===== config.mk =====
export PLATFORM = sky130hd
export DESIGN_NAME = abs_diff_sad_flat
export DESIGN_NICKNAME = d
export VERILOG_FILES = /design/src/rtl/abs_diff_sad_if.sv /design/src/rtl/abs_diff_sad.sv /design/src/flat_wrapper.sv
export SDC_FILE = /design/constraint.sdc
export NUM_CORES = 1
export LEC_CHECK = 0
export BUFFER_PORTS_ARGS = -buffer_cell sky130_fd_sc_hd__buf_2
export CORE_ASPECT_RATIO = 1.5
export CORE_MARGIN = 1
export CORE_UTILIZATION = 52
export CTS_BUF_LIST = sky130_fd_sc_hd__clkbuf_4 sky130_fd_sc_hd__clkbuf_8
export CTS_CLUSTER_SIZE = 14
export DETAILED_ROUTE_END_ITERATION = 8
export PLACE_DENSITY = 0.77
export SLEW_MARGIN = 5
export SYNTH_ARGS = -nofsm -noshare
export SYNTH_HDL_FRONTEND = slang
export SYNTH_SLANG_ARGS = --single-unit
export TNS_END_PERCENT = 50

===== constraint.sdc =====
create_clock -name clk -period 3.28 [get_ports clk]
set_clock_uncertainty 0.05 [all_clocks]
set_input_delay 0.328 -clock clk [delete_from_list [all_inputs] [get_ports clk]]
set_output_delay 0.328 -clock clk [all_outputs]
set_load 0.02 [all_outputs]

===== src/rtl/abs_diff_sad_if.sv =====
// rtl/abs_diff_sad_if.sv - sample input and block-result output handshake bundle
interface abs_diff_sad_if #(
  parameter int W = 4,
  parameter int N = 8
);
  localparam int OW = W + $clog2(N);

  logic          in_valid;
  logic          in_ready;
  logic [W-1:0]  in_a;
  logic [W-1:0]  in_b;
  logic          approx_en;
  logic          out_valid;
  logic          out_ready;
  logic [OW-1:0] out_sad;
  logic [W-1:0]  out_max;

  modport master (
    output in_valid, in_a, in_b, approx_en, out_ready,
    input  in_ready, out_valid, out_sad, out_max
  );

  modport slave (
    input  in_valid, in_a, in_b, approx_en, out_ready,
    output in_ready, out_valid, out_sad, out_max
  );
endinterface


===== src/rtl/abs_diff_sad.sv =====
// rtl/abs_diff_sad.sv - block sum and max of absolute differences with optional LSB truncation
module abs_diff_sad #(
  parameter int W     = 4,
  parameter int N     = 8,
  parameter int TRUNC = 0
) (
  input logic           clk,
  input logic           rst,
  abs_diff_sad_if.slave bus
);
  localparam int OW = W + $clog2(N);
  localparam int CW = (N > 1) ? $clog2(N) : 1;
  localparam logic [W-1:0]  KEEP_MASK = {W{1'b1}} << TRUNC;
  localparam logic [CW-1:0] LAST_CNT  = CW'(N - 1);

  logic [CW-1:0] cnt;
  logic [OW-1:0] sum;
  logic [W-1:0]  max_d;

  logic [W-1:0]  d_exact;
  logic [W-1:0]  d;
  logic [OW-1:0] sum_next;
  logic [W-1:0]  max_next;
  logic          last;
  logic          accept;
  logic          ready;

  always_comb begin
    d_exact = (bus.in_a >= bus.in_b) ? (bus.in_a - bus.in_b) : (bus.in_b - bus.in_a);
    d       = bus.approx_en ? (d_exact & KEEP_MASK) : d_exact;
  end

  // OW is sized so N full-scale differences always fit; no saturation needed.
  assign sum_next = sum + OW'(d);
  assign max_next = (d > max_d) ? d : max_d;

  // Only the block-completing sample can collide with an unconsumed result.
  assign last   = (cnt == LAST_CNT);
  assign ready  = !(last && bus.out_valid && !bus.out_ready);
  assign accept = bus.in_valid && ready;

  assign bus.in_ready = ready;

  always_ff @(posedge clk) begin
    if (rst) begin
      cnt   <= '0;
      sum   <= '0;
      max_d <= '0;
    end else if (accept) begin
      if (last) begin
        cnt   <= '0;
        sum   <= '0;
        max_d <= '0;
      end else begin
        cnt   <= cnt + CW'(1);
        sum   <= sum_next;
        max_d <= max_next;
      end
    end
  end

  // A completion on the consume edge reloads, so out_valid stays high without a gap.
  always_ff @(posedge clk) begin
    if (rst) begin
      bus.out_valid <= 1'b0;
      bus.out_sad   <= '0;
      bus.out_max   <= '0;
    end else if (accept && last) begin
      bus.out_valid <= 1'b1;
      bus.out_sad   <= sum_next;
      bus.out_max   <= max_next;
    end else if (bus.out_ready) begin
      bus.out_valid <= 1'b0;
    end
  end
endmodule


===== src/flat_wrapper.sv =====
// flat-port wrapper written by rule: the top's interface ports become plain ports
module abs_diff_sad_flat 
#(
  parameter int W     = 4,
  parameter int N     = 8,
  parameter int TRUNC = 0
)
  (clk, rst, bus_in_valid, bus_in_a, bus_in_b, bus_approx_en, bus_out_ready, bus_in_ready, bus_out_valid, bus_out_sad, bus_out_max);
  abs_diff_sad_if #(.W(W), .N(N)) bus_i ();
  input logic clk;
  input logic rst;
  input wire logic [$bits(bus_i.in_valid)-1:0] bus_in_valid;
  input wire logic [$bits(bus_i.in_a)-1:0] bus_in_a;
  input wire logic [$bits(bus_i.in_b)-1:0] bus_in_b;
  input wire logic [$bits(bus_i.approx_en)-1:0] bus_approx_en;
  input wire logic [$bits(bus_i.out_ready)-1:0] bus_out_ready;
  output wire logic [$bits(bus_i.in_ready)-1:0] bus_in_ready;
  output wire logic [$bits(bus_i.out_valid)-1:0] bus_out_valid;
  output wire logic [$bits(bus_i.out_sad)-1:0] bus_out_sad;
  output wire logic [$bits(bus_i.out_max)-1:0] bus_out_max;
  assign bus_i.in_valid = bus_in_valid;
  assign bus_i.in_a = bus_in_a;
  assign bus_i.in_b = bus_in_b;
  assign bus_i.approx_en = bus_approx_en;
  assign bus_i.out_ready = bus_out_ready;
  assign bus_in_ready = bus_i.in_ready;
  assign bus_out_valid = bus_i.out_valid;
  assign bus_out_sad = bus_i.out_sad;
  assign bus_out_max = bus_i.out_max;
  abs_diff_sad #(.W(W), .N(N), .TRUNC(TRUNC)) u_core (.clk(clk), .rst(rst), .bus(bus_i));
endmodule

== Word level (Yosys, flattened, before mapping) ==
Cells that the tools add are included.

* Equality and inequality tests: 1
* Reduce and logical (&&, ||, !) cells: 7
* Multiply operators: 0
* Muxes and demuxes: 7
* Bitwise operators: 0
* Div/mod/pow operators: 0
* Shift operators: 0
* Add/sub/neg operators: 4
* $lt $le $gt $ge: 2

{| class="wikitable"
|+ Operator list
! kind !! count
|-
| $mux W4 || 3
|-
| $sub A4 B4 Y4 || 2
|-
| $add A7 B4 Y7 || 1
|-
| $mux W7 || 1
|-
| $ge A4 B4 Y1 || 1
|-
| $gt A4 B4 Y1 || 1
|-
| $logic_and A1 B1 Y1 || 4
|-
| $add A3 B1 Y3 const B || 1
|-
| $eq A3 B3 Y1 const B || 1
|-
| $mux W3 || 1
|-
| $logic_not A1 Y1 || 2
|-
| $mux W1 || 2
|-
| $reduce_bool A2 Y1 || 1
|}

* Logic and storage cells: 27
* ROM bits: 0
* Output and inout bits: 13
* Memories kept: 0
* Flip-flop bits (word level): 26
* Bits in latches: 0
* Bits of input ports: 13
* Memory bits (writable): 0

== Longest topological paths before layout ==
* Depth in word-level cells: 7
* Depth in mapped cells: 15
* Depth with buffers taken out: 14

== Worst setup path before layout ==
Ideal clock, no wire load.

* Kind: input port to flip-flop
* Start: input bus_in_a[0]
* End: register u_core.bus.out_max[3]
* Data required time: 3,171 ps
* Setup slack: 113 ps
* Stages: 15
* Library setup time: 59 ps
* Path buffers: 1
* Arrival time: 3,058 ps
* Cells stage by stage: inv_1 > ha_1 > inv_1 > fa_1 > a21oi_1 > o21ai_0 > a2111oi_2 > or2_1 > ha_1 > and2_1 > o21a_1 > o21a_1 > buf_2 > o41ai_1 > a31o_1

* Word-level cells in the longest chain between the ends: 4
* Elaborated cells between the ends (all ways): 6
* Those cells by class: add/sub: 2; order compare: 2; mux: 2

{| class="wikitable"
|+ RTL lines
! element !! RTL line !! text
|-
| from (decl) || flat_wrapper.sv:13 || <nowiki>input wire logic [$bits(bus_i.in_a)-1:0] bus_in_a;</nowiki>
|-
| $sub A4 B4 Y4 / $ge A4 B4 Y1 (equally long branches) || abs_diff_sad.sv:29 || <nowiki>d_exact = (bus.in_a >= bus.in_b) ? (bus.in_a - bus.in_b) : (bus.in_b - bus.in_a);</nowiki>
|-
| $mux W4 * || abs_diff_sad.sv:29 ||
|-
| $gt A4 B4 Y1 || abs_diff_sad.sv:35 || <nowiki>assign max_next = (d > max_d) ? d : max_d;</nowiki>
|-
| $mux W4 * || abs_diff_sad.sv:35 ||
|-
| to (signal assigned) || abs_diff_sad.sv:71 || <nowiki>bus.out_max <= max_next;</nowiki>
|-
| to (decl) || abs_diff_sad_if.sv:25 || <nowiki>output in_ready, out_valid, out_sad, out_max</nowiki>
|}

Mark *: on every way between the ends. The rest lies on a longest branch, timed or not.
A chain may end at the register's enable or synchronous reset.

== Worst setup path in the final report ==
Ends and elaborated chain as after synthesis.

==> qor.yml <==
synth:
  synth_cell_types: 40
  synth.avg_cell_area_um2: 8.23
  synth_cells: 200
  synthesis.area_um2: 1650
  synthesis.nets: 234
  synth_edf_count: 0
  ys_dominant_reg_cell: "dfxtp_1"
  async_reset_ff_share_pct: 0
  ys_seq_elements: 26
  yosysWarningCount: 0
  synth.yosys.seq_area_share_pct: 31.6
floorplan:
  die_y_um: 70.9
  die_w_um: 47.9
  io_pins: 26
  start_util_pct: 55.4
  coreArea_um2: 2970
  dieArea_um2: 3400
  row_count: 24
grt:
  grt_max_degree: 31
  antenna_found_initial: 0
  overflow: 0
  grt_usage_pct: 23.3
  grt_pass1_vias: 1389
  grt_pass1_wl_mm: 5.69
clocking:
  insertion_delay_ns: 0.27
  htreeDepth: 1
  cts_made_buffers: 3
  cts_tree: "built"
  hold_buffers: 0
  clockBufferDepth: 2
  root_buffer: "clkbuf_8"
  cts.sinks: 26
  clkTransAtPathRegs_ns: 0.08
route:
  drc_errors: 0
  dr_total_vias: 1473
  dr_wl_met3_um: 103
  dr.first_iter.drc_count: 68
  met2_length_mm: 1.96
  highest_layer: "met4"
  wl_met1_mm: 1.47
  drt-total-wl_mm: 3.59
  drtAntennaViolNets: 0
  routedWlPerCell_um: 13.2
  dr.pass1.iters: 4
  viasPerCell: 5.42
finish:
  fillers: 278
  n_antenna_cell: 0
  fin_area_um2: 1940
  final_util_pct: 65.2
  drive_gt1_share_pct: 19.7
  layout.nets: 268
  areaGrowthSynthToFinish_pct: 17.7
hold_path:
  hold_class: "primary input to register"
setup_path:
  crit_type: "primary input to register"
  cp.arrival_ns: 3.24
  worstSetupStartpointType: "primary input"
  cp_max_fo: 6
  required_ns: 3.45
  worstSetupEndpointType: "register"
placed_design:
  portBuffers: 24
  dp_hpwl_mm: 2.67
  placed_area_um2: 1880
  place.gp.congestion: 0.872
  preCtsSetupSlack_ns: -0.121
power_and_ir_drop:
  finalPower_uw: 895
  ir_worst_vdd_mv: 0.302
  powerDensity_nw_per_um2: 462
  leakage_nw: 0.888
timing:
  min_period_over_period_pct: 93.7
  max_slew_margin_pct: 58.9
  rsz0062_at_grt: "false"
  fmax_mhz: 325
  period_needed_ns: 3.07
  setup_violations: 0
  setup_ws_ns: 0.207
  tightest_slew_ns: 0.615
  timing_hold_violations_final: 0
  setup_tns_ns: 0
  slew_violations: 0
run_status:
  status: "completed"
run:
  cap_violations: 0
==> registers in the layout, indices dropped and copies added, names as in the netlist <==
name,flops
u_core.bus.out_max,4
u_core.bus.out_sad,7
u_core.bus.out_valid,1
u_core.cnt,3
u_core.max_d,4
u_core.sum,7
==> power breakdown <==
group / internal [mW] / switching [mW]
sequential: 0.336 / 0.0159
clock: 0.107 / 0.0980
combinational: 0.160 / 0.178
total: 0.603 / 0.292
==> critical path, cell delays in order <==
cell	delay, ns
buf_2	0.10
inv_1	0.05
ha_1	0.16
inv_1	0.06
fa_1	0.39
a21oi_2	0.16
o21ai_0	0.11
a2111oi_2	0.41
or2_1	0.18
ha_1	0.23
and2_1	0.18
o21a_1	0.13
o21a_1	0.28
o41ai_1	0.33
a31o_1	0.14
==> cells in the final DEF (no fill, tap or decap), types with 2 or more instances in the layout <==
| cell type | instances |
|---|---|
| xnor2_1 | 3 |
| a21oi_1 | 21 |
| clkbuf_8 | 4 |
| o211ai_1 | 2 |
| o41ai_1 | 2 |
| mux2i_1 | 2 |
| nor2_1 | 14 |
| ha_1 | 18 |
| dfxtp_1 | 26 |
| buf_2 | 24 |
| a211oi_1 | 3 |
| inv_1 | 18 |
| xor2_1 | 2 |
| buf_4 | 13 |
| o21ai_0 | 11 |
| nand3b_1 | 5 |
| o21a_1 | 3 |
| fa_1 | 3 |
| nor2b_1 | 2 |
| nand3_1 | 11 |
| nand2_1 | 18 |
| a21o_1 | 3 |
| nor3_1 | 5 |
| a22oi_1 | 2 |
==> synth_stat cells (5+ instances only) <==
library cell / n / share of area, %
nor2_1: 14 / 3.2
nand3b_1: 5 / 2.3
a21oi_1: 22 / 6.7
ha_1: 18 / 14
clkbuf_1: 5 / 1.1
nor3_1: 5 / 1.5
nand2_1: 18 / 4.1
nand3_1: 11 / 3.3
o21ai_0: 11 / 3.3
inv_1: 18 / 4.1
dfxtp_1: 26 / 32
==> final timing paths <==
check / startpoint / endpoint / slack, ns / cells after the start
setup / recovery: bus_in_a[0] / u_core.bus.out_max[3] / 0.21 / 15
hold / removal: bus_out_ready / u_core.bus.out_valid / 0.29 / 3
setup reg to reg: u_core.cnt[0] / u_core.max_d[3] / 0.97 / 7
hold reg to reg: u_core.bus.out_sad[0] / u_core.bus.out_sad[0] / 0.40 / 2
==> layout make-up <==
type,count,area [µm²],share of cell area [%]
clock buffers,4,55.1,2.84
inverters,18,67.6,3.49
multi-input cells,148,1030,53.1
flip-flops and latches,26,520,26.9
well taps,39,48.8,2.52
repair buffers,37,218,11.2
==> logic make-up after synthesis <==
group,Yosys count,synth area share (%)
AOI/OAI and AO/OA,58,22.7
xor gates and xnor gates,5,2.66
adders and majority gates,21,17.3
buffers and inverters,26,6.15
DFF,26,31.6
muxes,3,1.90
and+or+nand+nor,61,17.6
==> stage by stage <==
stage | std cells | hold slack, ns
finish | 272 | 0.292
global route | 272 | 0.296
CTS | 272 | 0.286
detailed placement | 268 | 0.394
global placement | 268 | 0.390
floorplan | 200 | 0.386
==> per-layer routing <==
layer,vias up,GRT usage (%)
met5,-,0
met4,0,8.33
met3,5,2.30
met2,30,42.9
met1,667,25.4
li1,771,-
==> repair_timing <==
item / CTS / global route
buffers inserted: 0 / 0
setup endpoints to repair: 0 / 3
gates resized for setup: 0 / 1
Power figures use the tool's default switching activity.
